<file path="src/rtl/jk_reg_bank.sv">
// rtl/jk_reg_bank.sv - bank of WIDTH JK bits with change pulse and change-event counter
// Optional feature: define JK_REG_BANK_CHG_CNT_EN to build the saturating chg_cnt counter;
// otherwise chg_cnt is tied to zero and cnt_clr is ignored.
module jk_reg_bank #(
  parameter int WIDTH = 8,
  parameter int CNT_W = 16
) (
  input  logic             clk,
  input  logic             reset,
  input  logic             en,
  input  logic [WIDTH-1:0] j,
  input  logic [WIDTH-1:0] k,
  input  logic             clr,
  input  logic             load,
  input  logic [WIDTH-1:0] d,
  input  logic             cnt_clr,
  output logic [WIDTH-1:0] q,
  output logic             changed,
  output logic [CNT_W-1:0] chg_cnt
);

  logic [WIDTH-1:0] r_q;
  logic             r_changed;
  logic [WIDTH-1:0] w_q_next;
  logic             w_chg;

  // Next-state selection: clr beats load beats JK update beats hold.
  always_comb begin
    w_q_next = r_q;
    if (clr) begin
      w_q_next = '0;
    end else if (load) begin
      w_q_next = d;
    end else if (en) begin
      // Per bit: 00 hold, 01 clear, 10 set, 11 invert.
      w_q_next = (r_q & ~k) | (~r_q & j);
    end
  end

  assign w_chg = (w_q_next != r_q);

  // Bank state and change pulse share one edge; reset forces both low at once.
  always_ff @(posedge clk or posedge reset) begin
    if (reset) begin
      r_q       <= '0;
      r_changed <= 1'b0;
    end else begin
      r_q       <= w_q_next;
      r_changed <= w_chg;
    end
  end

  assign q       = r_q;
  assign changed = r_changed;

`ifdef JK_REG_BANK_CHG_CNT_EN
  logic [CNT_W-1:0] r_cnt;

  // Saturating event counter; cnt_clr wins over a simultaneous change.
  always_ff @(posedge clk or posedge reset) begin
    if (reset) begin
      r_cnt <= '0;
    end else if (cnt_clr) begin
      r_cnt <= '0;
    end else if (w_chg && (r_cnt != {CNT_W{1'b1}})) begin
      r_cnt <= r_cnt + 1'b1;
    end
  end

  assign chg_cnt = r_cnt;
`else
  logic w_unused_cnt_clr;

  assign w_unused_cnt_clr = cnt_clr;
  assign chg_cnt          = '0;
`endif

endmodule

</file>
<file path="config.mk">
export PLATFORM = sky130hd
export DESIGN_NAME = jk_reg_bank
export DESIGN_NICKNAME = d
export VERILOG_FILES = /design/src/rtl/jk_reg_bank.sv
export SDC_FILE = /design/constraint.sdc
export NUM_CORES = 1
export LEC_CHECK = 0
export ABC_AREA = 1
export CELL_PAD_IN_SITES_DETAIL_PLACEMENT = 1
export CELL_PAD_IN_SITES_GLOBAL_PLACEMENT = 1
export CORE_MARGIN = 3
export CORE_UTILIZATION = 23
export DETAILED_ROUTE_END_ITERATION = 10
export PLACE_DENSITY = 0.87
export SLEW_MARGIN = 15
export SYNTH_ARGS = -nofsm -noshare
export SYNTH_HDL_FRONTEND = slang
export SYNTH_SLANG_ARGS = --single-unit
</file>
<file path="constraint.sdc">
create_clock -name clk -period 1.3 [get_ports clk]
set_clock_uncertainty 0.05 [all_clocks]
set_input_delay 0.39 -clock clk [delete_from_list [all_inputs] [get_ports clk]]
set_output_delay 0.39 -clock clk [all_outputs]
set_load 0.005 [all_outputs]
</file>
==> results of run 1 <==
per-layer routing:
| layer | global-route usage | up-vias | share of wire |
|---|---|---|---|
| met4 | 0.0456 | 0 | 0.017 |
| met1 | 0.148 | 504 | 0.36 |
| met5 | 0 | - | 0 |
| met3 | 0.0532 | 4 | 0.060 |
| met2 | 0.291 | 35 | 0.57 |
| li1 | - | 516 | - |
cell usage after synthesis:
library cell / n / area, sq um
buf_12: 2 / 40.0
nor2_1: 18 / 67.6
buf_4: 16 / 120
inv_2: 2 / 7.51
clkbuf_1: 1 / 3.75
inv_1: 17 / 63.8
nand3_1: 19 / 95.1
conb_1: 1 / 3.75
nand2_1: 38 / 143
dfrtp_1: 9 / 225
nand2_2: 6 / 37.5
buf_6: 1 / 11.3
nand3_2: 5 / 50.1
final cells by class:
cell class	count	area (sq um)	share of cell area
repair buffers	70	652	0.384
multi-input cells	102	631	0.372
flip-flops and latches	9	225	0.133
inverters	19	78.8	0.0465
well taps	46	57.6	0.0339
clock buffers	4	45.0	0.0265
repair inverters	1	7.51	0.00442
sequential cells by signal, indices dropped and copies added, names as in the netlist:
name,count
changed,1
q,8
path summary, 6_finish.rpt:
kind	endpoint	slack (ns)	depth (start not counted)
worst max-delay path	changed$_DFF_PP0_	-0.05	11
worst min-delay path	q[4]$_DFF_PP0_	0.41	2
worst max register to register	changed$_DFF_PP0_	-0.05	11
worst min register to register	changed$_DFF_PP0_	0.75	7
max in group asynchronous	q[2]$_DFF_PP0_	0.51	2
min in group clk	q[7]$_DFF_PP0_	0.63	6
repair_timing:
item                       4_1_cts  5_1_grt
resized for setup               74       58
gates cloned                     2        0
setup endpoints to repair       18        8
buffers inserted                 7        8
pin swaps                       47       34
cell families after synthesis:
logic type | count (synthesis) | share of synthesized area
other | 1 | 0.00432
and+or+nand+nor | 86 | 0.452
buffers and inverters | 39 | 0.284
DFF | 9 | 0.259
power groups by stage:
stage / sequential, mW / combinational (mW) / clock, mW
floorplan: 0.324 / 0.203 / 0
global placement: 0.315 / 0.371 / 0
detailed placement: 0.315 / 0.379 / 0
CTS: 0.311 / 0.431 / 0.342
global route: 0.315 / 0.566 / 0.367
finish: 0.314 / 0.517 / 0.331
worst reg2reg max path, cell delays in order (launching register included):
cell,delay (ns)
dfrtp_1,0.38
buf_6,0.13
inv_4,0.05
nand3_2,0.07
nand3_2,0.10
nand2_2,0.07
nand2_1,0.07
nand2_1,0.05
inv_1,0.06
nand2_1,0.05
nor2_1,0.09
nand2_1,0.07
through the flow:
stage / hold WS [ns] / setup slack, ns / cell area, sq um / setup TNS, ns
2_1_floorplan: 0.168 / 0.0217 / 925 / 0
3_3_place_gp: 0.623 / -0.537 / 1320 / -3.10
3_5_place_dp: 0.648 / -0.556 / 1320 / -3.25
4_1_cts: 0.398 / -0.0228 / 1530 / -0.0228
5_1_grt: 0.436 / -0.120 / 1700 / -0.164
6_report: 0.409 / -0.0524 / 1700 / -0.0664
==> metrics.md, run 1 <==
| Metric | Value |
|---|---|
| Sequential area share after synthesis | `0.259` |
| Hold Vio Cnt, Final | `0` |
| Critical path, cell by cell | `buf_6 > inv_4 > nand3_2 > nand3_2 > nand2_2 > nand2_1 > nand2_1 > inv_1 > nand2_1 > nor2_1 > nand2_1` |
| Cells after Synth | `135` |
| Inserted Clock Buffers | `3` |
| Slowest-stage cell, CP | `dfrtp_1` |
| Synth Register Bits | `9` |
| Global-route wire length before repair | `5000 microns` |
| # rows | `21` |
| Reg2reg start | `q[1]$_DFF_PP0_` |
| Core Area | `3490 sq um` |
| Fin nets | `236` |
| Reg clk slew, reported paths | `0.05 ns` |
| Die ar. | `4550 sq um` |
| Chip width | `67.4 microns` |
| CP Data Arrival Time | `1.42 ns` |
| Height of the die | `67.4 microns` |
| CP Max Fanout | `3` |
| Port Buffer Count | `37` |
| Clk sink count | `9` |
| Vias per Instance | `4.22` |
| Synth unique cells | `13` |
| Clock power share | `0.285` |
| PD cells | `685 nW/um^2` |
| Post-CTS Hold Fix Bufs | `0` |
| Commonest non-fill, non-tap cell in the layout | `nand2_1` |
| Total power | `1.16 mW` |
| Total GRT Usage | `0.150` |
| LEAKAGE | `0.946 nW` |
| Pin count of the biggest net entering global routing | `10` |
| Routed len/inst | `14.6 microns` |
| Drt total wl | `3660 microns` |
| Minimum clock period after layout | `1.35 ns` |
| Period utilization | `1.04` |
| Detailed router's first-iteration violation count | `38` |
| CP startpoint | `q[1]$_DFF_PP0_` |
| RSZ-0062 raised after global routing | `true` |
| CP Capture Type | `register` |
| Antenna-violating nets left | `0` |
| P_sw | `0.389 mW` |
| Synthesized area | `868 sq um` |
| H-tree levels | `1` |
| Crit Path Class | `register to register` |
| Sw Ratio | `0.335` |
| DP HPWL | `1970 microns` |
| Buf+Inv Stages, Crit Path | `3` |
| IO Pins | `55` |
| Final WS setup | `-0.0524 ns` |
| RD Place Congestion | `0.753` |
| Failing checks | `setup timing` |
| Non-filler cells, final | `251` |
| Placed cells | `230` |
| Total gr overflow | `0` |
| Max IR drop VDD | `0.358 mV` |
| Max Clk Rate | `739 MHz` |
| Filler cells | `448` |
| Diodes inserted | `0` |
| CP required | `1.37 ns` |
| MaxCap Viol Count | `0` |
| Area added between synthesis and finish | `95.4%` |
| Yosys warning total | `0` |
| Hold WC Path Type | `primary input to asynchronous set/reset pin` |
| Pint | `0.772 mW` |
| Skew-Pair Late Insertion Delay | `0.23 ns` |
| CTS tree | `built` |
| Root Buffer | `clkbuf_8` |
| Most frequent cells in the layout | `24 x nand2_1, 22 x buf_4, 20 x nand2_2` |
| Comb pwr share | `0.445` |
| Reg power frac | `0.270` |
| CP startpoint kind | `register` |
| Most frequent cell on the critical path | `nand2_1` |
| Drt drc | `0` |
| Detailed-route via count | `1059` |
| Fin. max-slew vios | `0` |
| CP max stage delay | `0.38 ns` |
| Router iterations before antenna repair | `3` |
| CP delay by family, top | `simple AND/OR/NAND/NOR gates` |
| Max Root-Sink Buffers | `2` |
| Util after Layout | `0.485` |
| Vias in the first global route | `1118` |
| Starting Density | `0.248` |
| Finish-stage setup viols | `2` |
| Fraction of final layout cells sized beyond drive strength 1 | `0.541` |
| Initial antenna violation count | `0` |
| Mean area per synthesized cell | `6.43 sq um` |
| Status | `finished with violations` |
Note: power is estimated with default switching activity, not from simulation.
==> run 2: changes to the inputs <==
Settings changed: GPL_TIMING_DRIVEN from default to 0.
==> run 2 against run 1 <==
Compared with the run above:
- the flow still finishes with violations (setup timing)
- hold slack got worse by 0.038 ns
- sequential cell count stayed put
- design area fell by 5.2%
- largest cell class unchanged
- non-clock buffer count grew 3
- sequential power barely moved
- maximum frequency decreased by 5.7%
- global-route usage down 3.1 points
- critical path type is now primary input to register
- combinational power down 11%
- register-to-register slack got worse by 0.02 ns
- via count decreased by 4.1%
- critical path depth decreased by 3
- clock power decreased by 2%
==> metrics.md, run 2 (synthesis results as in run 1) <==
| Metric | Value |
|---|---|
| Status | `finished with violations` |
| Failing checks | `setup timing` |
| Crit Path Class | `primary input to register` |
| IO Pins | `55 (unchanged)` |
| Core Area | `3490 sq um (unchanged)` |
| Fraction of final layout cells sized beyond drive strength 1 | `0.338 (-0.203)` |
| Port Buffer Count | `35 (-5.4%)` |
| Filler cells | `462 (+3.1%)` |
| CP Capture Type | `register` |
| Critical path, cell by cell | `clkdlybuf4s50_1 > nor2_1 > nor2_2 > nand3_1 > nand2_1 > nand3_2 > nor2_1 > nand2_1` |
| Die ar. | `4550 sq um (unchanged)` |
| Total gr overflow | `0 (unchanged)` |
| Reg clk slew, reported paths | `0.05 ns (about the same)` |
| Fin nets | `238 (+0.85%)` |
| Inserted Clock Buffers | `3 (unchanged)` |
| Drt total wl | `2920 microns (-20%)` |
| Max IR drop VDD | `0.281 mV (-22%)` |
| Skew-Pair Late Insertion Delay | `0.23 ns (about the same)` |
| Height of the die | `67.4 microns (unchanged)` |
| Largest register FFs | `8 (unchanged)` |
| Minimum clock period after layout | `1.43 ns (+0.0822 ns)` |
| Clk sink count | `9 (unchanged)` |
| Max Root-Sink Buffers | `2 (unchanged)` |
| CP Data Arrival Time | `1.50 ns (+0.08 ns)` |
| Util after Layout | `0.460 (-0.0251)` |
| Hold_ws | `0.371 ns (-0.0382 ns)` |
| Max Clk Rate | `697 MHz (-5.7%)` |
| Area added between synthesis and finish | `85.3%` |
| Hold Vio Cnt, Final | `0 (unchanged)` |
| Router iterations before antenna repair | `4 (+1)` |
| Starting Density | `0.248 (unchanged)` |
| CP required | `1.36 ns (about the same)` |
| Post-placement setup slack | `-0.579 ns (-0.0228 ns)` |
| Hold WC Path Type | `primary input to asynchronous set/reset pin` |
| CP Max Fanout | `2 (-1)` |
| Chip width | `67.4 microns (unchanged)` |
| CP max stage delay | `0.45 ns (+0.07 ns)` |
| Root Buffer | `clkbuf_8` |
| Antenna-violating nets left | `0 (unchanged)` |
| # rows | `21 (unchanged)` |
| Most frequent cells in the layout | `31 x buf_4, 30 x nand2_1, 22 x clkdlybuf4s50_1` |
| Vias per Instance | `4.02 (-4.8%)` |
| Detailed router's first-iteration violation count | `12 (-68%)` |
| MaxCap Viol Count | `0 (unchanged)` |
| H-tree levels | `1 (unchanged)` |
| Period utilization | `1.10 (+0.0633)` |
| Detailed-route via count | `1016 (-4.1%)` |
| RD Place Congestion | `0.757 (+0.60%)` |
| CTS tree | `built` |
| Pin count of the biggest net entering global routing | `11 (+1)` |
| Post-CTS Hold Fix Bufs | `0 (unchanged)` |
| RSZ-0062 raised after global routing | `true` |
| Commonest non-fill, non-tap cell in the layout | `buf_4` |
| Diodes inserted | `0 (unchanged)` |
| Total GRT Usage | `0.120 (-0.0305)` |
| Drt drc | `0 (unchanged)` |
| Routed len/inst | `11.5 microns (-21%)` |
| LEAKAGE | `0.885 nW (-6.5%)` |
| Global-route wire length before repair | `4040 microns (-19%)` |
| Reg area | `225 sq um (unchanged)` |
| Initial antenna violation count | `0 (unchanged)` |
| CP startpoint kind | `primary input` |
| Vias in the first global route | `944 (-16%)` |
| DP HPWL | `2020 microns (+2.4%)` |
| Multi-input gate area | `515 sq um (-18%)` |
| Slowest-stage cell, CP | `clkdlybuf4s50_1` |
| Final WS setup | `-0.135 ns (-0.0822 ns)` |
| PD cells | `681 nW/um^2 (-0.46%)` |
| Finish-stage setup viols | `2 (unchanged)` |
| Fin. max-slew vios | `0 (unchanged)` |
[run 2: power breakdown]
part | switching, mW | internal, mW
Clock | 0.111 | 0.214
Sequential | 0.0114 | 0.300
Combinational | 0.203 | 0.256
Total | 0.326 | 0.770
[run 2: layer usage]
| metal | up-vias | part of all wire | GRT usage |
|---|---|---|---|
| li1 | 523 | - | - |
| met1 | 461 | 0.40 | 0.131 |
| met2 | 28 | 0.53 | 0.221 |
| met3 | 4 | 0.069 | 0.0333 |
| met4 | 0 | 0.0093 | 0.0405 |
| met5 | - | 0 | 0 |
[run 2: critical path: cells and delay by family]
| kind | cells | cell delay (ns) |
|---|---|---|
| simple gates | 7 | 0.66 |
| buf+inv | 1 | 0.45 |
[run 2: area by class of cell]
class	count	area share
Timing Repair Buffer	53	0.321
Multi-Input combinational cell	102	0.320
Sequential cell	9	0.140
Buffer	20	0.109
Inverter	19	0.0459
Tap cell	46	0.0358
Clock buffer	4	0.0280
[run 2: repair_timing]
| action | in CTS | in global routing |
|---|---|---|
| pin swaps | 2 | 23 |
| setup endpoints to repair | 12 | 3 |
| buffers inserted | 10 | 7 |
| gates resized for setup | 19 | 28 |
| gates cloned | 1 | 0 |
[run 2: metrics by stage]
step / cells / power [mW] / area [sq um] / TNS [ns]
after floorplan: 150 / 0.526 / 925 / 0
after global placement: 231 / 0.675 / 1330 / -2.33
after detailed placement: 231 / 0.684 / 1330 / -2.57
after CTS: 246 / 1.05 / 1490 / -0.167
after global routing: 253 / 1.17 / 1610 / -0.258
final: 253 / 1.10 / 1610 / -0.153
[run 2: worst paths after layout]
path | from | endpoint | slack (ns) | depth (start not counted)
setup / recovery | d[2] | changed$_DFF_PP0_ | -0.13 | 8
hold / removal | reset | q[0]$_DFF_PP0_ | 0.37 | 2
setup reg to reg | q[1]$_DFF_PP0_ | changed$_DFF_PP0_ | -0.07 | 11
hold reg to reg | q[3]$_DFF_PP0_ | changed$_DFF_PP0_ | 0.69 | 5
max in group asynchronous | reset | changed$_DFF_PP0_ | 0.58 | 2
min in group clk | en | q[7]$_DFF_PP0_ | 0.55 | 6
